**config.mk**
```make
export PLATFORM = sky130hd
export DESIGN_NAME = purchase_ctrl_flat
export DESIGN_NICKNAME = d
export VERILOG_FILES = /design/src/rtl/purchase_ctrl_if.sv /design/src/rtl/purchase_ctrl.sv /design/src/flat_wrapper.sv
export SDC_FILE = /design/constraint.sdc
export NUM_CORES = 1
export LEC_CHECK = 0
export CAP_MARGIN = 20
export CORE_MARGIN = 2
export CORE_UTILIZATION = 25
export DETAILED_ROUTE_END_ITERATION = 16
export PLACE_DENSITY = 0.46
export SLEW_MARGIN = 20
export SYNTH_ARGS = -nofsm -noshare
export SYNTH_HDL_FRONTEND = slang
export SYNTH_SLANG_ARGS = --single-unit
export TNS_END_PERCENT = 20
```
**constraint.sdc**
```tcl
create_clock -name clk -period 4.3 [get_ports clk]
set_input_delay 0.86 -clock clk [delete_from_list [all_inputs] [get_ports clk]]
set_output_delay 0.86 -clock clk [all_outputs]
set_load 0.1 [all_outputs]
```
**src/rtl/purchase_ctrl_if.sv**
```systemverilog
// Purchase controller bus: buy requests, credit and dispenser/debit handshake.
// The master side is the controller; the slave side is the surrounding datapath.
interface purchase_ctrl_if #(
  parameter int CREDIT_W = 8
);
  logic [3:0]          buy_pulse;
  logic [CREDIT_W-1:0] credit;
  logic                restock;
  logic                dispense_ack;
  logic                dispense_req;
  logic [1:0]          dispense_sel;
  logic                debit_valid;
  logic [CREDIT_W-1:0] debit_amount;
  logic                deny;
  logic [1:0]          deny_code;
  logic                busy;
  logic [3:0]          stock_empty;

  modport master (
    input  buy_pulse, credit, restock, dispense_ack,
    output dispense_req, dispense_sel, debit_valid, debit_amount,
    output deny, deny_code, busy, stock_empty
  );

  modport slave (
    output buy_pulse, credit, restock, dispense_ack,
    input  dispense_req, dispense_sel, debit_valid, debit_amount,
    input  deny, deny_code, busy, stock_empty
  );
endinterface

```
**src/rtl/purchase_ctrl.sv**
```systemverilog
// Purchase sequencer: arbitration, credit/stock check, dispense handshake and debit.
// Define PURCHASE_RR_EN for round-robin grant; default build uses fixed lowest-index priority.
module purchase_ctrl #(
  parameter int CREDIT_W   = 8,
  parameter int STOCK_W    = 4,
  parameter int INIT_STOCK = 5,
  parameter int PRICE0     = 10,
  parameter int PRICE1     = 20,
  parameter int PRICE2     = 30,
  parameter int PRICE3     = 50,
  parameter int DISP_TO    = 16
) (
  input  logic            clk,
  input  logic            reset_n,
  purchase_ctrl_if.master bus
);

  localparam logic [1:0] S_IDLE     = 2'd0;
  localparam logic [1:0] S_CHECK    = 2'd1;
  localparam logic [1:0] S_DISPENSE = 2'd2;
  localparam logic [1:0] S_DEBIT    = 2'd3;
  localparam int         TMR_W      = $clog2(DISP_TO + 1);

  logic [1:0]         state, state_nxt;
  logic [1:0]         sel, sel_nxt, gnt;
  logic [3:0]         pending, req, clr_mask;
  logic [TMR_W-1:0]   timer, timer_nxt;
  logic [STOCK_W-1:0] stock     [4];
  logic [STOCK_W-1:0] stock_nxt [4];
  logic               deny_nxt, dec, deny_q;
  logic [1:0]         code_nxt, code_q;
  logic [3:0]         stock_empty_q;
`ifdef PURCHASE_RR_EN
  logic [1:0]         last_granted;
  logic [1:0]         idx;
`endif

  function automatic logic [CREDIT_W-1:0] price_of(input logic [1:0] i);
    case (i)
      2'd0:    price_of = CREDIT_W'(PRICE0);
      2'd1:    price_of = CREDIT_W'(PRICE1);
      2'd2:    price_of = CREDIT_W'(PRICE2);
      default: price_of = CREDIT_W'(PRICE3);
    endcase
  endfunction

  assign req = pending | bus.buy_pulse;

  // Grant: the first hit in search order wins, so scan backwards and let later writes override.
  always_comb begin
    gnt = 2'd0;
`ifdef PURCHASE_RR_EN
    idx = 2'd0;
    for (int k = 3; k >= 0; k--) begin
      idx = last_granted + 2'(k + 1);
      if (req[idx]) gnt = idx;
    end
`else
    for (int k = 3; k >= 0; k--) begin
      if (req[k]) gnt = 2'(k);
    end
`endif
  end

  always_comb begin
    state_nxt = state;
    sel_nxt   = sel;
    timer_nxt = timer;
    clr_mask  = 4'b0000;
    deny_nxt  = 1'b0;
    code_nxt  = 2'b00;
    dec       = 1'b0;
    case (state)
      S_IDLE: begin
        if (req != 4'b0000) begin
          sel_nxt   = gnt;
          state_nxt = S_CHECK;
        end
      end
      S_CHECK: begin
        if (stock[sel] == '0) begin
          deny_nxt  = 1'b1;
          code_nxt  = 2'b10;
          clr_mask  = 4'b0001 << sel;
          state_nxt = S_IDLE;
        end else if (bus.credit < price_of(sel)) begin
          deny_nxt  = 1'b1;
          code_nxt  = 2'b01;
          clr_mask  = 4'b0001 << sel;
          state_nxt = S_IDLE;
        end else begin
          timer_nxt = '0;
          state_nxt = S_DISPENSE;
        end
      end
      S_DISPENSE: begin
        if (bus.dispense_ack) begin
          clr_mask  = 4'b0001 << sel;
          state_nxt = S_DEBIT;
        end else if (timer == TMR_W'(DISP_TO - 1)) begin
          deny_nxt  = 1'b1;
          code_nxt  = 2'b11;
          clr_mask  = 4'b0001 << sel;
          state_nxt = S_IDLE;
        end else begin
          timer_nxt = timer + 1'b1;
        end
      end
      default: begin
        dec       = 1'b1;
        state_nxt = S_IDLE;
      end
    endcase
  end

  // Restock wins over a same-cycle decrement.
  always_comb begin
    for (int i = 0; i < 4; i++) begin
      stock_nxt[i] = stock[i];
      if (bus.restock)
        stock_nxt[i] = STOCK_W'(INIT_STOCK);
      else if (dec && (sel == 2'(i)))
        stock_nxt[i] = stock[i] - 1'b1;
    end
  end

  always_ff @(posedge clk or negedge reset_n) begin
    if (!reset_n) begin
      state         <= S_IDLE;
      sel           <= 2'd0;
      pending       <= 4'b0000;
      timer         <= '0;
      deny_q        <= 1'b0;
      code_q        <= 2'b00;
      stock_empty_q <= {4{INIT_STOCK == 0}};
      for (int i = 0; i < 4; i++) stock[i] <= STOCK_W'(INIT_STOCK);
`ifdef PURCHASE_RR_EN
      last_granted  <= 2'd3;
`endif
    end else begin
      state   <= state_nxt;
      sel     <= sel_nxt;
      pending <= (pending | bus.buy_pulse) & ~clr_mask;
      timer   <= timer_nxt;
      deny_q  <= deny_nxt;
      code_q  <= code_nxt;
      for (int i = 0; i < 4; i++) begin
        stock[i]         <= stock_nxt[i];
        stock_empty_q[i] <= (stock_nxt[i] == '0);
      end
`ifdef PURCHASE_RR_EN
      if (state == S_IDLE && req != 4'b0000) last_granted <= gnt;
`endif
    end
  end

  assign bus.dispense_req = (state == S_DISPENSE);
  assign bus.dispense_sel = sel;
  assign bus.debit_valid  = (state == S_DEBIT);
  assign bus.debit_amount = (state == S_DEBIT) ? price_of(sel) : '0;
  assign bus.deny         = deny_q;
  assign bus.deny_code    = code_q;
  assign bus.busy         = (state != S_IDLE);
  assign bus.stock_empty  = stock_empty_q;

endmodule

```
**src/flat_wrapper.sv**
```systemverilog
// flat-port wrapper written by rule: the top's interface ports become plain ports
module purchase_ctrl_flat 
#(
  parameter int CREDIT_W   = 8,
  parameter int STOCK_W    = 4,
  parameter int INIT_STOCK = 5,
  parameter int PRICE0     = 10,
  parameter int PRICE1     = 20,
  parameter int PRICE2     = 30,
  parameter int PRICE3     = 50,
  parameter int DISP_TO    = 16
)
  (clk, reset_n, bus_buy_pulse, bus_credit, bus_restock, bus_dispense_ack, bus_dispense_req, bus_dispense_sel, bus_debit_valid, bus_debit_amount, bus_deny, bus_deny_code, bus_busy, bus_stock_empty);
  purchase_ctrl_if #(.CREDIT_W(CREDIT_W)) bus_i ();
  input  logic clk;
  input  logic reset_n;
  input wire logic [$bits(bus_i.buy_pulse)-1:0] bus_buy_pulse;
  input wire logic [$bits(bus_i.credit)-1:0] bus_credit;
  input wire logic [$bits(bus_i.restock)-1:0] bus_restock;
  input wire logic [$bits(bus_i.dispense_ack)-1:0] bus_dispense_ack;
  output wire logic [$bits(bus_i.dispense_req)-1:0] bus_dispense_req;
  output wire logic [$bits(bus_i.dispense_sel)-1:0] bus_dispense_sel;
  output wire logic [$bits(bus_i.debit_valid)-1:0] bus_debit_valid;
  output wire logic [$bits(bus_i.debit_amount)-1:0] bus_debit_amount;
  output wire logic [$bits(bus_i.deny)-1:0] bus_deny;
  output wire logic [$bits(bus_i.deny_code)-1:0] bus_deny_code;
  output wire logic [$bits(bus_i.busy)-1:0] bus_busy;
  output wire logic [$bits(bus_i.stock_empty)-1:0] bus_stock_empty;
  assign bus_i.buy_pulse = bus_buy_pulse;
  assign bus_i.credit = bus_credit;
  assign bus_i.restock = bus_restock;
  assign bus_i.dispense_ack = bus_dispense_ack;
  assign bus_dispense_req = bus_i.dispense_req;
  assign bus_dispense_sel = bus_i.dispense_sel;
  assign bus_debit_valid = bus_i.debit_valid;
  assign bus_debit_amount = bus_i.debit_amount;
  assign bus_deny = bus_i.deny;
  assign bus_deny_code = bus_i.deny_code;
  assign bus_busy = bus_i.busy;
  assign bus_stock_empty = bus_i.stock_empty;
  purchase_ctrl #(.CREDIT_W(CREDIT_W), .STOCK_W(STOCK_W), .INIT_STOCK(INIT_STOCK), .PRICE0(PRICE0), .PRICE1(PRICE1), .PRICE2(PRICE2), .PRICE3(PRICE3), .DISP_TO(DISP_TO)) u_core (.clk(clk), .reset_n(reset_n), .bus(bus_i));
endmodule
```
After elaboration in Yosys (flattened, before gate mapping) --
Index checks and enable logic that the tools add are counted.
Storage, ports and cells: flip-flop bits (word level) 36, input bits 16
Operators by class: add/subtract/negate cells 5, order comparisons 2, eq/ne operators 13, shift operators 1, muxes and demuxes 46, bitwise operators 4, reduce and logical (&&, ||, !) cells 18
Operator list (count):
- two-way mux 4 bit | 14
- two-way mux 2 bit | 12
- zero test 4 bit | 5
- two-way mux 5 bit | 4
- one-hot mux 6 bit (3 select lines) | 1
- two-way mux 8 bit | 2
- subtractor 4 x 1 -> 4 bit, second input constant | 4
- one-hot mux 5 bit (2 select lines) | 1
- binary-select mux 4 bit (select 2 bit) | 1
- equality test 2 bit, second input constant | 4
- less-than comparator 8 bit | 1
- inequality test 2 bit, second input constant | 4
- one-hot mux 4 bit (2 select lines) | 1
- two-way mux 1 bit | 6
- two-way mux 6 bit | 1
- one-hot mux 2 bit (3 select lines) | 1
- adder 5 x 1 -> 5 bit, second input constant | 1
- equality test 5 x 4 -> 1 bit, second input constant | 1
- AND reduction 5 bit | 1
- AND 4 bit | 1
- equality test 2 x 1 -> 1 bit, second input constant | 2
- logical AND 1 bit | 4
- zero test 2 bit | 2
- NOT 4 bit | 1
- other kinds (12) | 14

Logic depth before layout (Yosys ltp) --
word-level depth 13, gate-level depth with buffers 9, mapped depth without buffers 9

Worst setup path before layout --
No wires, ideal clock.
path kind register -> output, from register u_core.sel[1], in the netlist u_core.bus.dispense_sel[1], to output bus_debit_amount[2], arrival 2878 ps, path slack 562 ps, stages on the path, launching flop included 5, path through dfrtp_1 > inv_1 > ha_1 > inv_1 > nor2_1
Between the ends: word-level cells in the longest chain between the ends 3, elaborated cells between the ends (all ways) 5, those cells by class eq/ne: 2; mux: 2; reduce/logical: 1
Ends and longest elaborated chain:
- start: declaration | RTL line purchase_ctrl.sv:25 | logic [1:0] sel, sel_nxt, gnt;
- start signal: assignment | RTL line purchase_ctrl.sv:142 | sel <= sel_nxt;
- equality test 2 bit (tied with other cells) | RTL line purchase_ctrl.sv:39 | case (i)
- one-hot mux 6 bit (3 select lines) (*) | RTL line purchase_ctrl.sv:39
- two-way mux 6 bit (*) | RTL line purchase_ctrl.sv:160 | assign bus.debit_amount = (state == S_DEBIT) ? price_of(sel) : '0;
- end: declaration | RTL line flat_wrapper.sv:24 | output wire logic [$bits(bus_i.debit_amount)-1:0] bus_debit_amount;
Mark *: on every way between the ends. The rest lies on a longest branch, timed or not.

Worst setup path in the final report --
from register u_core.sel[1], in the netlist u_core.bus.dispense_sel[1], to output bus_debit_amount[4]
The elaborated chain is that of the path after synthesis.

==> flow_summary.yaml <==
power:
  pwr-share-seq_pct: 31.4
  irDropWorstVdd_mv: 0.1811
  switchingPower_w: 0.0006945
  total_power_w: 0.001397
  clkPwrFrac_pct: 16.9
  swShare_pct: 49.71
  internal_power_w: 0.0007026
  p_leak_nw: 1.046
  cellPowerDensity_mw_per_mm2: 527.4
  p_comb_share_pct: 51.8
yosys:
  ys_warn_count: 0
  netlist_top_cells_area: "dfrtp_1, ha_1, dfstp_2, xnor2_1, nand2_1"
  synth_seq_cells: 36
  yosysTopAreaCellShare_pct: 32.17
  synthesis.area_mm2: 0.002178
  syn_avg_cell_area_um2: 9.639
  synth_top_cell_by_area: "dfrtp_1"
  yosysSeqAreaShare_pct: 41.82
  synth_edf_count: 0
  yosys-top-cells-count: "dfrtp_1, ha_1, nand2_1, inv_1, nor2_1"
  synthCells: 226
  yosys_most_used_dff: "dfrtp_1"
  synth.most_common_cell: "dfrtp_1"
  yosysUniqueCellTypes: 46
  synth_async_sr_flop_share_pct: 100.0
critical_path:
  start_kind: "flop"
  worst_path_max_delay_cell: "clkdlybuf4s50_1"
  crit_type: "flop to output port"
  critPathCaptureType: "output port"
  cp_data_arrival_time_ps: 2480
  critPathRequiredTime_ps: 3440
  ff2ff_path_depth: 9
  crit_fanout: 10
  cp_cell_sequence: "inv_1, ha_1, nor2_1, clkdlybuf4s50_1"
  worst_path_largest_cell_delay_ps: 1130
clock_network:
  cts_resized: 0
  cts_sinks: 36
  post_cts.repair.setup_buffers: 0
  cts-hold-fix-buffers: 0
  cts_buffers: 5
  cts_root_buffer: "clkbuf_8"
  clkTransAtPathRegs_ps: 70
  clockBufferDepth: 2
  htreeDepth: 2
  cts_tree: "yes"
  clk-insertion-delay-late_ps: 290
placed_design:
  io_buffers: 31
  globalplace.congestion: 0.7407
  dpl_cell_area_mm2: 0.002567
  dp_hpwl_um: 3694
worst_hold_path:
  hold_depth: 1
  hold_path.class: "flop to flop"
floorplan:
  core_area_mm2: 0.008593
  die_area_mm2: 0.009476
  fp-row-count: 34
  die_y_um: 97.35
  fp.dieW_um: 97.35
  start_util_pct: 25.35
  io_pins: 36
run:
  maxCapViolCount: 0
drt:
  avgViaCountPerCell: 4.662
  drc_errors: 0
  drt_wl_total_um: 4986
  ant_nets: 0
  wl_per_cell_um: 13.59
  vias: 1711
  firstDrtPassIters: 5
  drt_iter0_drc: 75
timing:
  slew_headroom_pct: 34.09
  setup_viol: 0
  tns_ps: 0
  period_needed_ps: 3340
  rsz0062_at_grt: "false"
  hold_violations: 0
  worstMarginPinSlew_ps: 985.5
  finalCritPeriodShare_pct: 77.66
  slew_violations: 0
  max_freq_mhz: 299.4
  fin_skew_ps: 6.758
final_layout:
  design_area_mm2: 0.002649
  drive_above_1_share_pct: 8.880
  synthToLayoutAreaGrowth_pct: 21.60
  nets: 296
  final_util_pct: 30.82
  num-fill-cells: 918
  num_antenna_cells: 0
  regArea_um2: 910.9
  multi_input_area_mm2: 0.001154
global_route:
  antenna_found_initial: 0
  grt_max_degree: 37
  track_usage_pct: 10.86
  grt_overflow: 0
  grt_pass1_vias: 1713
  grt_pass1_wl_um: 8390
outcome:
  status: "finished clean"
==> registers in the layout, indices dropped and copies added, names as in the netlist <==
register / cells
u_core.timer: 5
u_core.state: 2
u_core.bus.stock_empty: 4
u_core.stock: 16
u_core.bus.deny: 1
u_core.pending: 4
u_core.bus.deny_code: 2
u_core.bus.dispense_sel: 2
==> final cells by class <==
type | instances | area share [%]
Tap cell | 108 | 5.102
Timing Repair Buffer | 31 | 11.34
Inverter | 18 | 2.551
Sequential cell | 36 | 34.39
Multi-Input combinational cell | 166 | 43.55
Clock buffer | 7 | 2.881
Clock inverter | 1 | 0.1889
==> cells by family (layout without fill, tap and decap cells) <==
family,Yosys count,after routing,synth area share [%]
buf+inv,26,57,5.571
flops,36,36,41.81
fa+ha+maj,22,22,12.64
xor+xnor,13,13,5.227
simple gates,81,81,19.07
other cells,1,3,0.1721
compound gates,47,47,15.51
==> final timing paths <==
path | endpoint | from | slack, ps
min in group asynchronous | u_core.timer[2] | reset_n | 680
hold / removal | u_core.bus.dispense_sel[0] | u_core.pending[0] | 490
hold reg to reg | u_core.bus.dispense_sel[0] | u_core.pending[0] | 490
max in group asynchronous | u_core.stock[15] | reset_n | 3070
setup / recovery | bus_debit_amount[4] | u_core.bus.dispense_sel[1] | 960
setup reg to reg | u_core.timer[4] | u_core.bus.dispense_sel[0] | 1490
==> power groups by stage <==
stage / Sequential [W] / Combinational (W) / Clock, W
floorplan: 0.000489 / 0.000514 / 0
global placement: 0.000443 / 0.000728 / 0
detailed placement: 0.000444 / 0.000729 / 0
CTS: 0.000438 / 0.000731 / 0.000249
global route: 0.000445 / 0.000783 / 0.000267
finish: 0.000438 / 0.000724 / 0.000235
==> cell usage in the layout, fill, tap and decap left out, types with 7 or more instances in the layout <==
cell	n
a21oi_1	8
nand2_1	20
dfstp_2	8
inv_1	18
nor2_1	17
xnor2_1	9
dfrtp_1	28
o211ai_1	7
nor4_1	12
clkdlybuf4s50_1	28
ha_1	22
nand2b_1	9
==> critical path, delay by kind of cell, from the launching register on <==
family        cells  cell delay, ps
simple gates      1             100
buf+inv           2            1290
fa+ha+maj         1             250
flops             1             540
==> per-stage QoR <==
step | cells | hold WS, ps | setup slack, ps
6_report | 367 | 490.5 | 960.4
5_1_grt | 367 | 511.9 | 804.4
2_1_floorplan | 228 | 449.1 | 562.4
3_3_place_gp | 359 | 485.0 | 1250
4_1_cts | 367 | 490.1 | 919.1
3_5_place_dp | 359 | 468.2 | 1242
==> layer usage <==
metal | vias to the layer above | GRT usage (%) | wire (µm)
li1 | 858 | - | -
met1 | 829 | 14.05 | 2343
met2 | 22 | 18.64 | 2490
met3 | 2 | 2.734 | 138
met4 | 0 | 1.923 | 13
met5 | - | 0 | 0
Power figures use the tool's default switching activity.
